<file path="config.mk">
export PLATFORM = sky130hd
export DESIGN_NAME = seq_mult_ctrl
export DESIGN_NICKNAME = d
export VERILOG_FILES = /design/src/rtl/seq_mult_pkg.sv /design/src/rtl/mult_step_cnt.sv /design/src/rtl/seq_mult_ctrl.sv
export SDC_FILE = /design/constraint.sdc
export NUM_CORES = 1
export LEC_CHECK = 0
export BUFFER_PORTS_ARGS = -buffer_cell sky130_fd_sc_hd__buf_2
export CAP_MARGIN = 20
export CORE_AREA = 5 5 42 44
export DETAILED_ROUTE_END_ITERATION = 7
export DIE_AREA = 0 0 47 49
export SLEW_MARGIN = 20
export SYNTH_ARGS = -nofsm -noshare
export SYNTH_HDL_FRONTEND = slang
export SYNTH_HIERARCHICAL = 1
export SYNTH_SLANG_ARGS = --single-unit
</file>
<file path="constraint.sdc">
create_clock -name clk -period 3.5 [get_ports clk]
set_input_delay 0.525 -clock clk [delete_from_list [all_inputs] [get_ports clk]]
set_output_delay 0.525 -clock clk [all_outputs]
set_load 0.02 [all_outputs]
</file>
<file path="src/rtl/seq_mult_pkg.sv">
// Shared state encoding for the shift-add multiplier controller.
package seq_mult_pkg;

    localparam int STATE_W = 2;

    typedef enum logic [STATE_W-1:0] {
        IDLE = 2'd0,
        LOAD = 2'd1,
        CALC = 2'd2,
        DONE = 2'd3
    } state_t;

endpackage

</file>
<file path="src/rtl/mult_step_cnt.sv">
// Iteration counter for the multiplier controller: clear has priority over
// enable, and the count saturates at WIDTH instead of wrapping.
module mult_step_cnt #(
    parameter int WIDTH = 8,
    parameter int CNT_W = $clog2(WIDTH + 1)
) (
    input  logic             clk,
    input  logic             aclr,
    input  logic             clr,
    input  logic             en,
    output logic [CNT_W-1:0] cnt
);

    // Step count register with saturation at WIDTH
    always_ff @(posedge clk or posedge aclr) begin
        if (aclr) begin
            cnt <= {CNT_W{1'b0}};
        end else if (clr) begin
            cnt <= {CNT_W{1'b0}};
        end else if (en && (cnt != CNT_W'(WIDTH))) begin
            cnt <= cnt + CNT_W'(1);
        end else begin
            cnt <= cnt;
        end
    end

endmodule

</file>
<file path="src/rtl/seq_mult_ctrl.sv">
// Control FSM for the shift-add sequential multiplier datapath.
// Optional early exit on an all-zero multiplier: define SEQ_MULT_EARLY_EXIT_EN.
module seq_mult_ctrl
    import seq_mult_pkg::*;
#(
    parameter  int WIDTH = 8,
    localparam int CNT_W = $clog2(WIDTH + 1)
) (
    input  logic             clk,
    input  logic             aclr,
    input  logic             start,
    input  logic             abort,
    input  logic             mplr_lsb,
    input  logic             mplr_zero,
    output logic             ld_en,
    output logic             add_en,
    output logic             shift_en,
    output logic             busy,
    output logic             done,
    output logic [CNT_W-1:0] step
);

    state_t state;
    logic   calc;
    logic   suppress;
    logic   at_last;
    logic   cnt_clr;
    logic   cnt_en;

`ifdef SEQ_MULT_EARLY_EXIT_EN
    // Nothing left to add once the multiplier is zero; datapath pre-aligns the product.
    assign suppress = mplr_zero;
`else
    logic unused_zero;
    assign unused_zero = mplr_zero;
    assign suppress    = 1'b0;
`endif

    assign at_last  = (step == CNT_W'(WIDTH - 1));
    assign shift_en = calc & ~suppress;
    assign add_en   = calc & ~suppress & mplr_lsb;
    assign cnt_en   = shift_en;
    // Outside CALC the count is either being held at WIDTH for DONE or is zero.
    assign cnt_clr  = (state != CALC) | abort;

    mult_step_cnt #(
        .WIDTH (WIDTH),
        .CNT_W (CNT_W)
    ) u_step_cnt (
        .clk  (clk),
        .aclr (aclr),
        .clr  (cnt_clr),
        .en   (cnt_en),
        .cnt  (step)
    );

    // Sequencing FSM; strobes are registered decodes of the next state
    always_ff @(posedge clk or posedge aclr) begin
        if (aclr) begin
            state <= IDLE;
            ld_en <= 1'b0;
            calc  <= 1'b0;
            busy  <= 1'b0;
            done  <= 1'b0;
        end else begin
            ld_en <= 1'b0;
            calc  <= 1'b0;
            busy  <= 1'b0;
            done  <= 1'b0;
            case (state)
                IDLE: begin
                    if (start && !abort) begin
                        state <= LOAD;
                        ld_en <= 1'b1;
                        busy  <= 1'b1;
                    end else begin
                        state <= IDLE;
                    end
                end
                LOAD: begin
                    if (abort) begin
                        state <= IDLE;
                    end else begin
                        state <= CALC;
                        calc  <= 1'b1;
                        busy  <= 1'b1;
                    end
                end
                CALC: begin
                    if (abort) begin
                        state <= IDLE;
                    end else if (suppress || at_last) begin
                        state <= DONE;
                        done  <= 1'b1;
                        busy  <= 1'b1;
                    end else begin
                        state <= CALC;
                        calc  <= 1'b1;
                        busy  <= 1'b1;
                    end
                end
                DONE: begin
                    state <= IDLE;
                end
                default: begin
                    state <= IDLE;
                end
            endcase
        end
    end

endmodule

</file>
==> metrics, run 1 <==
status finished, final reports clean; yosys synthesis warning count 6; CP required 2.97 ns; Synth area leader dfrtp_1; maximum root-to-sink buffer count 2; PwrDens around 370 nW/um2; Area growth, synth to finish 22.7%; Tcrit/Tclk final 43.6%; placed insts 80; FILL cells roughly 150; Gate Count Post-Synth 51; post-route cell area 656 um2; reg2reg start u_step_cnt/cnt[0]; Syn Area/Cell 10.5 um2; relative slew slack a little under nine tenths; layout cell share with drive strength beyond 1 27.9%; sequential area share after synthesis between 40% and 50%; clock transition at the registers of the reported paths 0.07 ns; min-delay worst type in -> async; Fin Clk Skew 0.00622 ns; f_max 0.656 GHz; initial core utilization 38.1%; CTS tree built; DRC 0; CP max FO 5; Port Buffers 13; first-pass GRT wire length 1750 um; # diodes 0; drt via density 4.98; DR WL/cell 12.6 um; critical path launch point type register; Core Util, Final 46.8%; fin cells 84; Nets around 80; DP HPWL ~840 um; # H-tree levels 1; count of cell types in the netlist 20; gr ovfl total 0; Reg2Reg Depth 5; CTS Root Cell clkbuf_4; final hold violation count 0; FP Rows 14; DRT iter0 DRCs 4; total global-route track usage 10.9%; Worst setup EP type primary output; post_cts resized 0; DIE HEIGHT 49 um; Core ar. 1400 um2; DRT antenna net count 0; MaxCap Viol Count 0; total power 0.000241 W; die area 2300 um2; Lkg Pwr 0.346 nW; Setup TNS 0 ns; Yosys top cell area share approximately 47%; Pre-Repair DR Iteration Count 4; Hold-fix buffers, CTS 0; syn nets 63; CTS Buf Count 3; Slew Limit Fails 0; maximum vdd drop 0.100 mV; largest net degree at the start of global routing 9; Worst Setup SP shift_en; Finish-stage setup viols 0; worst r2r dst u_step_cnt/cnt[0]; post-CTS setup buffer count 0; Slew @ Worst Pin ~0.22 ns; worst skew pair latency 0.26 ns; RSZ-0062 raised after global routing no; Placed Area 619 um2; WL final 1060 um; fin crit period 1.53 ns; flop2flop setup slack 2.11 ns; vias after detailed routing 418; Synth area leaders dfrtp_1 47%, ha_1 14%, inv_1 4.9%, nor2_1 4.2%, mux2_4 2.8%; Synth Cell Area between 500 and 600 um2; initial antenna violation count 0; clock sink total 10; Setup CP Type reg -> out; die width 47 um; Yosys reg bits 10; Worst EP arrival 1.00 ns; Top Ports 15; Final Wtd Congestion approximately 0.74; vias in the first global route 410
cell type report:
class | count | area, um2 | share of cell area (%)
Multi-Input combinational cell | 34 | 258 | 39.3
Sequential cell | 10 | 250 | 38.2
Inverter | 7 | 26.3 | 4.01
Tap cell | 16 | 20.0 | 3.05
Clock buffer | 4 | 36.3 | 5.53
Timing Repair Buffer | 13 | 65.1 | 9.92
state kept, by name, indices dropped and copies added, names as in the netlist:
name            count
u_step_cnt/cnt      4
shift_en            1
done                1
state               2
busy                1
ld_en               1
where the power goes:
part | switching (W) | leakage (nW) | internal [W]
registers | 0.00000151 | 0.137 | 0.000118
clock network | 0.0000389 | 0.0210 | 0.0000631
logic | 0.0000117 | 0.188 | 0.00000743
per-layer routing:
metal | track usage, % | routed length [um] | up-vias
li1 | - | - | 205
met1 | 11.5 | 412 | 200
met2 | 17.2 | 558 | 9
met3 | 1.11 | 43 | 4
met4 | 11.1 | 43 | 0
met5 | 0 | 0 | -
worst max-delay path, stage by stage (launching register included):
cell,delay (ns)
dfrtp_1,0.42
and2_1,0.17
buf_2,0.15
Yosys cell counts:
master,instances
nand4b_1,1
nor3_1,2
inv_1,7
nand4_1,1
o32ai_1,1
a21oi_1,2
or3b_1,1
ha_1,6
o21a_1,1
mux2i_1,1
a32o_1,1
and2_1,1
and3b_1,1
mux2_4,1
xor2_1,1
nand2b_1,2
dfrtp_1,10
nand2_1,4
nor2_1,6
nand2b_4,1
kinds of logic (layout without fill, tap and decap cells):
| logic type | Yosys count | in the layout | synth area share (%) |
|---|---|---|---|
| AND/OR/NAND/NOR | 20 | 20 | 21.1 |
| flip-flops | 10 | 10 | 46.8 |
| buffers and inverters | 7 | 24 | 4.92 |
| adder cells (fa/ha/maj) | 6 | 6 | 14.1 |
| AO/OA/AOI/OAI | 5 | 5 | 6.79 |
| multiplexers | 2 | 2 | 4.68 |
| XOR/XNOR | 1 | 1 | 1.64 |
cell usage in the layout, fill, tap and decap left out:
cell type and n:
buf_2 13, dfrtp_1 10, inv_1 7, nor2_1 6, ha_1 6, nand2_1 4, clkbuf_4 3, a21oi_1 2
nor3_1 2, nand2b_1 2, nand4b_1 1, nand2b_4 1, o32ai_1 1, and3b_1 1, a32o_1 1, and2_1 1
clkbuf_8 1, or3b_1 1, o21a_1 1, mux2_4 1, nand4_1 1, xor2_1 1, mux2i_1 1
worst max path at each step:
stage,slack (ns),to,depth (start not counted)
final,1.97,add_en,2
after global routing,1.91,add_en,2
after CTS,1.96,add_en,2
after detailed placement,2.09,add_en,3
after global placement,2.09,add_en,3
after floorplan,2.08,u_step_cnt/cnt[0],5
per-stage QoR:
step / hold WS, ns / worst slack [ns]
after floorplan: 0.291 / 2.08
after global placement: 0.420 / 2.09
after detailed placement: 0.432 / 2.09
after CTS: 0.143 / 1.96
after global routing: 0.152 / 1.91
final: 0.143 / 1.97
No activity file was read; power rests on OpenSTA's default activity.
==> inputs of run 2 (changes only) <==
--- a/config.mk
+++ b/config.mk
@@ -10,6 +10,7 @@
 export CORE_AREA = 5 5 42 44
 export DETAILED_ROUTE_END_ITERATION = 7
 export DIE_AREA = 0 0 47 49
+export PLACE_DENSITY = 0.67
 export SLEW_MARGIN = 20
 export SYNTH_ARGS = -nofsm -noshare
 export SYNTH_HDL_FRONTEND = slang
==> constraint.sdc (replaced) <==
create_clock -name clk -period 1.3 [get_ports clk]
set_input_delay 0.195 -clock clk [delete_from_list [all_inputs] [get_ports clk]]
set_output_delay 0.195 -clock clk [all_outputs]
set_load 0.02 [all_outputs]
==> run 2 against run 1 <==
- clock-buffer cell count unchanged
- clock power rose to 2.7 times the previous value
- final cell count up 9.5%
- worst setup slack worse by 2.0 ns
- combinational power rose to 3.2 times the previous value
- final area up 13%
- first-iteration DRC count unchanged
- global-route usage up 0.23 points
- register-to-register slack worse by 2.1 ns
- die area unchanged
- sequential power rose to 2.7 times the previous value
- critical endpoint is now u_step_cnt/cnt[0]
- largest cell class unchanged
- largest power group unchanged
==> metrics, run 2 (synthesis gave the netlist of run 1 again) <==
status finished, final reports clean (unchanged); relative slew slack 84.0% (was 85.1%); hold wc startpoint abort; Worst EP arrival 1.45 ns (was 1.00 ns); fin crit period 1.30 ns; worst skew pair latency 0.26 ns (about the same); DRT iter0 DRCs 4 (unchanged); hold depth 2; Nets 89 (was 81); critical path's slowest cell dfrtp_2 (was dfrtp_1); clock sink total 10 (unchanged); final hold violation count 0 (unchanged); Place WS 0.00707 ns (was 2.09 ns); Tcrit/Tclk final 99.7%; most common cell after layout, fill and taps aside buf_2 (unchanged); Final Wtd Congestion 0.804 (was 0.743); CP required 1.45 ns (was 2.97 ns); Top Ports 15 (unchanged); worst r2r dst u_step_cnt/cnt[0] (unchanged); min-delay worst type in -> reg (was in -> async); critical path launch point type register (unchanged); CP max FO 5 (unchanged); DP HPWL 850 um (was 840 um); CTS Root Cell clkbuf_4 (unchanged); DRT antenna net count 0 (unchanged); Worst Setup SP u_step_cnt/cnt[1] (was shift_en); placed insts 86 (was 80); largest registers u_step_cnt/cnt: 4 flops, state: 2 flops (unchanged); largest net degree at the start of global routing 9 (unchanged); commonest cells after routing, fill and taps aside 13 x buf_2, 8 x dfrtp_1, 7 x buf_4 (was 13 x buf_2, 10 x dfrtp_1, 7 x inv_1); clock transition at the registers of the reported paths 0.06 ns (was 0.07 ns); Core ar. 1400 um2 (unchanged); # diodes 0 (unchanged); # H-tree levels 1 (unchanged); slowest cell delay on critical path 0.44 ns (was 0.42 ns); RSZ-0062 raised after global routing yes (was no); maximum vdd drop 0.451 mV (was 0.100 mV); MaxCap Viol Count 0 (unchanged); Setup TNS 0 ns (unchanged); CTS tree built (unchanged); Lkg Pwr 0.387 nW (was 0.346 nW); DIE HEIGHT 49 um (unchanged); initial antenna violation count 0 (unchanged); f_max 0.771 GHz; Reg2Reg Depth 5 (unchanged); reg2reg start u_step_cnt/cnt[1] (was u_step_cnt/cnt[0]); WL final 1050 um (was 1060 um); drt via density 4.57 (was 4.98); Finish-stage setup viols 0 (unchanged); Setup CP Type reg -> reg (was reg -> out); vias after detailed routing 420 (was 418); PwrDens 890 nW/um2 (was 367 nW/um2); initial core utilization 38.1% (unchanged); flop2flop setup slack 0.003 ns (was 2.11 ns); FP Rows 14 (unchanged); final worst slack 0.00330 ns (was 1.97 ns); DRC 0 (unchanged); Pre-Repair DR Iteration Count 2 (was 4); vias in the first global route 444 (was 410); gr ovfl total 0 (unchanged); Slew @ Worst Pin 0.240 ns (was 0.223 ns); post-route cell area 739 um2 (was 656 um2); first-pass GRT wire length 1840 um (was 1750 um); total global-route track usage 11.2% (was 10.9%); Placed Area 682 um2 (was 619 um2); Top reg by flops u_step_cnt/cnt (unchanged); Worst setup EP type register (was primary output); DR WL/cell 11.4 um (was 12.6 um); Fin Clk Skew 0.00291 ns (was 0.00622 ns); CTS Buf Count 3 (unchanged); Port Buffers 13 (unchanged); hold endpoint ld_en; fin cells 92 (was 84); layout cell share with drive strength beyond 1 43.4% (was 27.9%); total power 0.000658 W (was 0.000241 W); die area 2300 um2 (unchanged); crit-path cells inv_2 -> ha_4 -> nand2_2 -> o21a_1 -> mux2_4 (was and2_1 -> buf_2); maximum root-to-sink buffer count 2 (unchanged); Area growth, synth to finish 38.4% (was 22.7%); die width 47 um (unchanged); Largest register FFs 4 (unchanged); Slew Limit Fails 0 (unchanged)
==> run 2: cell count changes in the layout (fill, tap and decap cells not counted), moves of 2 or more <==
cell     before  now
buf_4         0    7
dfrtp_1      10    8
dfrtp_2       0    2
inv_1         7    5
inv_2         0    2
==> run 2: per-layer routing <==
layer  vias to the layer above  share of wire [%]  track usage, %
li1                        219                  -               -
met1                       189                 45            13.6
met2                        10                 48            16.5
met3                         2                5.6            5.54
met4                         0                1.1            4.15
met5                         -                  0               0
==> run 2: worst max-delay path by stage <==
stage,end,slack [ns]
6_report,u_step_cnt/cnt[0],0.003
5_1_grt,u_step_cnt/cnt[0],-0.05
4_1_cts,u_step_cnt/cnt[0],0.002
3_5_place_dp,u_step_cnt/cnt[0],0.007
3_3_place_gp,u_step_cnt/cnt[0],0.02
2_1_floorplan,u_step_cnt/cnt[0],-0.03
==> run 2: power breakdown <==
group	internal [W]	total, W	switching, W	leakage, nW
Combinational	0.0000272	0.0000616	0.0000344	0.233
Clock	0.000170	0.000275	0.000105	0.0210
Sequential	0.000318	0.000321	0.00000308	0.133
Total	0.000515	0.000658	0.000143	0.387
==> run 2: area by class of cell <==
cell class / count / area, um2
Multi-Input combinational cell: 34 / 277
Timing Repair Buffer: 21 / 128
Clock buffer: 4 / 36.3
Fill cell: 127 / 662
Sequential cell: 10 / 253
Inverter: 7 / 26.3
Tap cell: 16 / 20.0
==> run 2: worst max-delay path: cells and delay by family, from the launching register on <==
kind | cells | cell delay (ns)
muxes | 1 | 0.29
DFF | 1 | 0.44
and+or+nand+nor | 1 | 0.05
buffers and inverters | 1 | 0.08
adders and majority gates | 1 | 0.13
AOI/OAI and AO/OA | 1 | 0.20
==> run 2: what timing repair did <==
action,in CTS,in global routing
hold buffers,1,0
gates resized for setup,0,1
hold endpoints to repair,10,0
setup endpoints to repair,1,3
buffers inserted,1,0
==> run 2: metrics by stage <==
step           hold slack, ns  utilization (%)
2_1_floorplan         -0.0391                -
3_3_place_gp           0.0914             48.7
3_5_place_dp           0.0951             48.7
4_1_cts                 0.178             52.5
5_1_grt                 0.175             52.8
6_report                0.179             52.8
